--- src/rtl/rr_arbiter8.sv ---
// rtl/rr_arbiter8.sv - eight-way round-robin arbiter with hold timeout and selectable grant polarity
module rr_arbiter8 #(
  parameter int HOLD_MAX = 16
) (
  input  logic       i_clk,
  input  logic       i_rst,
  input  logic       i_en,
  input  logic       i_opt,
  input  logic [7:0] i_req,
  output logic [2:0] o_gnt_sel,
  output logic [7:0] o_gnt,
  output logic       o_gnt_vld,
  output logic       o_timeout
);

  typedef enum logic {
    ST_IDLE  = 1'b0,
    ST_GRANT = 1'b1
  } state_t;

  // Last cycle of a full-length grant; only meaningful when the timeout is enabled.
  localparam bit         TIMEOUT_EN = (HOLD_MAX != 0);
  localparam logic [7:0] HOLD_LAST  = (HOLD_MAX > 0) ? 8'(HOLD_MAX - 1) : 8'd0;

  state_t     state_q, state_d;
  logic [7:0] onehot_q, onehot_d;
  logic [2:0] sel_q, sel_d;
  logic [2:0] last_q, last_d;
  logic [7:0] cnt_q, cnt_d;
  logic       timeout_q, timeout_d;

  logic       win_found;
  logic [2:0] win_idx;
  logic       req_drop;
  logic       hold_exp;

  // Shared 3-to-8 select decode.
  function automatic logic [7:0] decode3to8(input logic [2:0] idx);
    decode3to8 = 8'h01 << idx;
  endfunction

  // Rotating priority search: starts just after the last served index, so that index ranks last.
  always_comb begin
    logic [2:0] idx;
    win_found = 1'b0;
    win_idx   = 3'd0;
    idx       = 3'd0;
    for (int i = 1; i <= 8; i++) begin
      idx = last_q + 3'(i);
      if (!win_found && i_req[idx]) begin
        win_found = 1'b1;
        win_idx   = idx;
      end
    end
  end

  // Release causes; a dropped request outranks the timeout.
  always_comb begin
    req_drop = !i_req[sel_q];
    hold_exp = TIMEOUT_EN && (cnt_q == HOLD_LAST);
  end

  // Next-state logic for the IDLE/GRANT controller.
  always_comb begin
    state_d   = state_q;
    onehot_d  = onehot_q;
    sel_d     = sel_q;
    last_d    = last_q;
    cnt_d     = cnt_q;
    timeout_d = 1'b0;
    case (state_q)
      ST_IDLE: begin
        onehot_d = 8'h00;
        if (i_en && win_found) begin
          sel_d    = win_idx;
          onehot_d = decode3to8(win_idx);
          cnt_d    = 8'd0;
          state_d  = ST_GRANT;
        end
      end
      ST_GRANT: begin
        cnt_d = (cnt_q == 8'hFF) ? cnt_q : cnt_q + 8'd1;
        if (req_drop || hold_exp) begin
          last_d    = sel_q;
          onehot_d  = 8'h00;
          state_d   = ST_IDLE;
          timeout_d = !req_drop;
        end
      end
      default: begin
        state_d  = ST_IDLE;
        onehot_d = 8'h00;
      end
    endcase
  end

  // State registers; reset leaves last_q at 7 so the first search begins at index 0.
  always_ff @(posedge i_clk) begin
    if (i_rst) begin
      state_q   <= ST_IDLE;
      onehot_q  <= 8'h00;
      sel_q     <= 3'd0;
      last_q    <= 3'd7;
      cnt_q     <= 8'd0;
      timeout_q <= 1'b0;
    end else begin
      state_q   <= state_d;
      onehot_q  <= onehot_d;
      sel_q     <= sel_d;
      last_q    <= last_d;
      cnt_q     <= cnt_d;
      timeout_q <= timeout_d;
    end
  end

  assign o_gnt_sel = sel_q;
  assign o_gnt_vld = (state_q == ST_GRANT);
  assign o_timeout = timeout_q;
  assign o_gnt     = i_opt ? onehot_q : ~onehot_q;

endmodule

--- config.mk ---
export PLATFORM = sky130hd
export DESIGN_NAME = rr_arbiter8
export DESIGN_NICKNAME = d
export VERILOG_FILES = /design/src/rtl/rr_arbiter8.sv
export SDC_FILE = /design/constraint.sdc
export NUM_CORES = 1
export LEC_CHECK = 0
export BUFFER_PORTS_ARGS = -buffer_cell sky130_fd_sc_hd__clkbuf_2
export CORE_ASPECT_RATIO = 0.5
export CORE_MARGIN = 2
export CORE_UTILIZATION = 40
export CTS_BUF_LIST = sky130_fd_sc_hd__clkbuf_8
export DETAILED_ROUTE_END_ITERATION = 12
export GPL_TIMING_DRIVEN = 0
export HOLD_SLACK_MARGIN = 0.08
export PLACE_DENSITY = 0.58
export REMOVE_ABC_BUFFERS = 1
export SLEW_MARGIN = 20
export SYNTH_ARGS = -nofsm -noshare
export SYNTH_HDL_FRONTEND = slang
export SYNTH_SLANG_ARGS = --single-unit
--- constraint.sdc ---
create_clock -name i_clk -period 4 [get_ports i_clk]
set_input_delay 0.4 -clock i_clk [delete_from_list [all_inputs] [get_ports i_clk]]
set_output_delay 0.4 -clock i_clk [all_outputs]
set_load 0.03 [all_outputs]
Yosys cells after proc, flatten, opt, wreduce, memory -nomap -nowiden

Cells that the tools add are included.

Bits in latches: 0
Flip-flop bits (word level): 24
Memories kept: 0
Input bits: 12
Logic and storage cells: 97
Bits in read-only memories: 0
Memory bits (writable): 0
Output and inout port bits: 13

Multipliers: 0
Bitwise operators: 3
Multiplexer cells: 44
$lt $le $gt $ge: 9
Eq/ne operators: 5
Shift operators: 1
Add/subtract/negate cells: 8
Reductions and logical operators: 21
Div/mod/pow operators: 0

Operator list:

| cell                                                                         | number |
|---|---|
| 8-bit two-way mux                                                            | 5 |
| 3-bit by 4-bit less-than comparator with 1-bit output, second input constant | 9 |
| 8-bit one-hot mux with 2 select lines                                        | 2 |
| 1-bit binary-select mux with 3-bit select                                    | 9 |
| 3-bit two-way mux                                                            | 8 |
| 1-bit two-way mux                                                            | 19 |
| 3-bit adder, second input constant                                           | 4 |
| 8-bit by 1-bit adder with 8-bit output, second input constant                | 1 |
| 8-bit by 4-bit equality test with 1-bit output, second input constant        | 1 |
| 8-bit equality test, second input constant                                   | 1 |
| 1-bit logical AND                                                            | 8 |
| 1-bit logical NOT                                                            | 8 |
| 8-bit NOT                                                                    | 1 |
| 1-bit by 3-bit << shifter with 8-bit output, first input constant            | 1 |
| 3-bit by 2-bit adder with 3-bit output, second input constant                | 2 |
| 2-bit AND reduction                                                          | 3 |
| 2-bit != test, second input constant                                         | 2 |
| 3-bit by 1-bit adder with 3-bit output, second input constant                | 1 |
| 3-bit OR reduction                                                           | 1 |
| 2-bit by 1-bit != test with 1-bit output, second input constant              | 1 |
| 1-bit NOT                                                                    | 2 |
| 1-bit one-hot mux with 2 select lines                                        | 1 |
| 1-bit logical OR                                                             | 1 |

Logic depth before layout (Yosys ltp)

Word-level depth: 28
Depth in mapped cells: 13
Depth with buffers taken out: 9

Worst setup path after synthesis

No wires, ideal clock.

Path kind: register to register
From: reg last_q[0]
To: reg onehot_q[7]
Stages on the path, launching flop included: 14
Setup time: 0.096 ns
Required time: 3.904 ns
Slack: 0.477 ns
Arrival time: 3.428 ns
Cells stage by stage: dfxtp_1 > buf_1 > buf_2 > inv_2 > ha_1 > buf_2 > mux2_2 > mux2_2 > o211ai_1 > and4_1 > buf_2 > o211ai_1 > a22o_1 > o41ai_2

Word-level cells in the longest chain between the ends: 28

Ends and longest elaborated chain:

| item                                                                             | RTL line | source |
|---|---|---|
| start, declared                                                                  | 28       | `logic [2:0] last_q, last_d;` |
| start signal, assigned                                                           | 110      | `last_q <= last_d;` |
| 3-bit by 1-bit adder with 3-bit output                                           | 49       | `idx = last_q + 3'(i);` |
| 1-bit binary-select mux with 3-bit select                                        | 50       | `if (!win_found && i_req[idx]) begin` |
| 1-bit two-way mux (not written as such)                                          | 50       |  |
| 1-bit two-way mux                                                                | 50       |  |
| 1-bit logical NOT                                                                | 50       |  |
| 1-bit logical AND                                                                | 50       |  |
| 1-bit two-way mux                                                                | 50       |  |
| 1-bit logical NOT                                                                | 50       |  |
| (+12 left out)                                                                   | --       |  |
| 1-bit logical AND                                                                | 50       |  |
| 1-bit two-way mux                                                                | 50       |  |
| 1-bit logical NOT                                                                | 50       |  |
| 1-bit logical AND                                                                | 50       |  |
| 3-bit two-way mux or 1-bit two-way mux (tied branches)                           | 50       |  |
| 1-bit by 3-bit << shifter with 8-bit output or 1-bit logical AND (tied branches) | 39, 74   |  |
| 8-bit two-way mux (*)                                                            | 74       | `if (i_en && win_found) begin` |
| 8-bit one-hot mux with 2 select lines (*)                                        | 71       | `case (state_q)` |
| end signal, assigned                                                             | 108      | `onehot_q <= onehot_d;` |
| end, declared                                                                    | 26       | `logic [7:0] onehot_q, onehot_d;` |

Every way passes the cells marked *; elsewhere a longest branch is shown, timed or not. The select of a mux whose other input is x is not followed.
A chain may end at the register's enable or synchronous reset.

Final worst setup path

From: reg last_q[1]
To: reg onehot_q[7]

The elaborated chain is that of the path after synthesis.

==> results.txt <==
----------------------------------------------------
[Placed design]
  DP Worst Slack ... -0.372 ns
  DP HPWL ... around 3700 um
  Placer Congestion ... a little over 0.8
  # port buffers ... 24

[Cells and area]
  Area growth from synthesis to layout ... 10.2%
  Post-layout nets ... 265
  Share of post-route cells with drive strength above 1 ... between 20% and 30%
  Commonest cells after routing, fill and taps aside ... 24 x sky130_fd_sc_hd__clkbuf_2, 22 x sky130_fd_sc_hd__dfxtp_1, 19 x sky130_fd_sc_hd__nand2_1, 16 x sky130_fd_sc_hd__nor2_1, 12 x sky130_fd_sc_hd__mux2i_1
  Count of inserted antenna diode cells ... 0
  Most common cell after layout, fill and taps aside ... sky130_fd_sc_hd__clkbuf_2

[Worst hold path]
  Min-delay src ... i_rst
  Kind of path behind the tightest hold check ... primary input to register

[Logic synthesis]
  Async S/R FF share, synth ... 0%
  Mean instance size in the synthesized netlist ... a little under 9 sq um
  Synthesis Warnings ... 0
  Number of standard cells after synthesis ... around 230
  Number of enable flip-flop cells after synthesis ... 0
  Seq/Total Area, Yosys ... a little under a quarter
  Most frequently used flop master after synthesis ... sky130_fd_sc_hd__dfxtp_1
  Number of library cell types mapped by synthesis ... 56
  Count of state elements after synthesis ... 24
  Post-synthesis instance area ... slightly above 2000 sq um

[Timing]
  Final setup violating endpoints ... 0
  Transition time at the pin with the least slew margin ... around 0.89 ns
  Tmin final ... approximately 3.7 ns
  Fin crit share ... 91.7%
  Number of hold violations in the final report ... 0
  Achievable frequency ... ~270 MHz
  Hold Slack ... 0.488 ns
  Setup repair after global routing missed its margin ... false
  Number of pins exceeding their max-slew limit in the final report ... 0
  Max_slew headroom ... around two fifths
  Worst-case clock skew ... ~0.011 ns
  Final worst-path setup slack ... roughly 0.33 ns

[Die]
  Die Area ... 5760 sq um
  Count of boundary I/O pins ... 25
  Die height ... around 55 um
  Number of placement rows ... 18
  Floorplan die width ... ~110 um
  CORE AREA ... 4930 sq um
  Starting density of the core ... around two fifths

[Global routing]
  Initial antenna violation count ... 0
  Largest net degree at the start of global routing ... 34
  Total routing resource utilization after global routing ... between 15 and 20%
  Vias in the first global route ... between 1500 and 2000
  Grt ovf ... 0
  First-pass GRT wire length ... slightly below 8000 um

[Clocking]
  Clock Sinks ... 24
  H-Tree Level Count ... 1
  Worst-case clock buffer depth ... 2
  Setup repair bufs after CTS ... 0
  Post-CTS clock slew at the launch and capture registers of the worst setup and hold paths ... ~0.09 ns
  Number of clock buffers inserted by TritonCTS ... 3
  Worst-Skew Late Latency ... approximately 0.26 ns
  Clock root buffer ... sky130_fd_sc_hd__clkbuf_8
  CTS tree ... built

[Detailed routing]
  Number of routed nets with antenna violations ... 0
  DRC violations left ... 0
  Routed wire length ... between 4000 and 5000 um
  Number of iterations in the first detailed-routing pass ... 4
  Routed length per instance ... roughly 15 um
  Violation count after the first detailed-route iteration ... 68
  Mean number of vias per cell ... about 5.7
  Total number of vias ... between 1500 and 2000

[Run status]
  Status ... finished, final reports clean

[Worst setup path]
  Slowest cell on crit path ... sky130_fd_sc_hd__dfxtp_2
  Number of buffer and inverter stages on the critical path ... 1
  Data required, critical path ... approximately 4.2 ns
  Startpoint class of the critical path ... register
  CP Class ... register to register
  Delay of the slowest cell on the worst path ... 0.62 ns
  Biggest fanout along the worst timing path ... 17
  Family of cells with the greatest summed delay on the critical path ... compound AO/OA/AOI/OAI gates
  Kind of end point of the critical path ... register
  CP startpoint ... last_q[1]
  Most frequent cell on the critical path ... sky130_fd_sc_hd__mux2_2
  Worst EP arrival ... approximately 3.8 ns
  Cells traversed along the worst timing path ... inv_1 -> ha_2 -> mux2_2 -> mux2_2 -> o221ai_1 -> and4_1 -> o211ai_1 -> a22o_1 -> o41ai_2
  Reg2reg start ... last_q[1]

[Pwr]
  Largest voltage drop on the vdd net ... roughly 0.17 mV
  Post-route total power ... just under 1 mW
  Leak ... around 0.93 nW
  Power density over the cells ... around 430 nW/um^2

[Run]
  Number of max-cap violations ... 0

----------------------------------------------------
-- report_power, final --
group          internal [mW]  leakage [nW]  total, mW  switching, mW
Clock                 0.0878        0.0288      0.164         0.0765
Combinational          0.196         0.708      0.501          0.304
Sequential             0.258         0.195      0.305         0.0467
Total                  0.543         0.932      0.970          0.427
-- sequential cells by signal, summed over array words and instances (netlist names) --
| name | count |
|---|---|
| cnt_q | 8 |
| last_q | 3 |
| o_gnt_sel | 3 |
| o_gnt_vld | 1 |
| o_timeout | 1 |
| onehot_q | 8 |
-- cells in the mapped netlist (5+ instances only) --
library cell / count / share of area, %
sky130_fd_sc_hd__a211oi_1: 5 / 1.8
sky130_fd_sc_hd__and3_1: 6 / 1.8
sky130_fd_sc_hd__o211ai_1: 5 / 1.8
sky130_fd_sc_hd__xor2_1: 6 / 2.6
sky130_fd_sc_hd__and2_1: 5 / 1.5
sky130_fd_sc_hd__inv_1: 7 / 1.3
sky130_fd_sc_hd__nand2_1: 19 / 3.5
sky130_fd_sc_hd__o21ai_0: 6 / 1.5
sky130_fd_sc_hd__nor2_1: 16 / 2.9
sky130_fd_sc_hd__nand3_1: 11 / 2.7
sky130_fd_sc_hd__nand2b_1: 5 / 1.5
sky130_fd_sc_hd__a41o_1: 5 / 2.4
sky130_fd_sc_hd__xnor2_1: 11 / 4.7
sky130_fd_sc_hd__mux2i_1: 12 / 5.8
sky130_fd_sc_hd__mux4_2: 6 / 6.6
sky130_fd_sc_hd__dfxtp_1: 24 / 23
sky130_fd_sc_hd__mux2_2: 8 / 4.4
sky130_fd_sc_hd__a21oi_1: 8 / 1.9
-- kinds of logic after synthesis --
group	after synthesis	synth area share [%]
XOR/XNOR	19	9.38
buffers and inverters	20	4.81
AO/OA/AOI/OAI	63	24.2
AND/OR/NAND/NOR	74	17.8
flip-flops	24	23.4
multiplexers	29	18.6
adder cells (fa/ha/maj)	3	1.83
-- layer usage --
layer | track usage (%) | up-vias | routed length (um)
met5 | 0 | - | 0
met4 | 4.00 | 0 | 43
li1 | - | 918 | -
met1 | 24.2 | 875 | 2550
met2 | 29.5 | 21 | 2180
met3 | 2.02 | 4 | 98
-- final timing paths --
check                     end  slack [ns]  depth (start not counted)
setup reg to reg  onehot_q[7]        0.33                          9
hold reg to reg   onehot_q[1]        0.49                          2
hold / removal       cnt_q[6]        0.49                          2
setup / recovery  onehot_q[7]        0.33                          9
-- worst register-to-register path: stages, from the launching register on --
cell	delay (ns)
sky130_fd_sc_hd__dfxtp_2	0.62
sky130_fd_sc_hd__inv_1	0.15
sky130_fd_sc_hd__ha_2	0.55
sky130_fd_sc_hd__mux2_2	0.41
sky130_fd_sc_hd__mux2_2	0.27
sky130_fd_sc_hd__o221ai_1	0.41
sky130_fd_sc_hd__and4_1	0.38
sky130_fd_sc_hd__o211ai_1	0.14
sky130_fd_sc_hd__a22o_1	0.35
sky130_fd_sc_hd__o41ai_2	0.29
-- timing repair --
item,CTS,global route
hold endpoints to repair,0,0
pin swaps,0,0
hold buffers,0,0
setup endpoints to repair,12,11
resized for setup,2,3
-- layout make-up --
cell class,instances,area (sq um)
inverter,9,33.8
clock buffer,4,55.1
sequential,24,485
fill,504,2670
multi-input combinational,188,1480
timing repair buffer,24,120
tap,70,87.6
-- through the flow --
step / cells / setup TNS (ns) / instance area, sq um / utilization [%]
after floorplan: 221 / 0 / 1990 / -
after global placement: 315 / -2.45 / 2200 / 44.5
after detailed placement: 315 / -3.33 / 2200 / 44.5
after CTS: 319 / 0 / 2250 / 45.7
after global routing: 319 / 0 / 2260 / 45.9
final: 319 / 0 / 2260 / 45.9
Power figures use the tool's default switching activity.
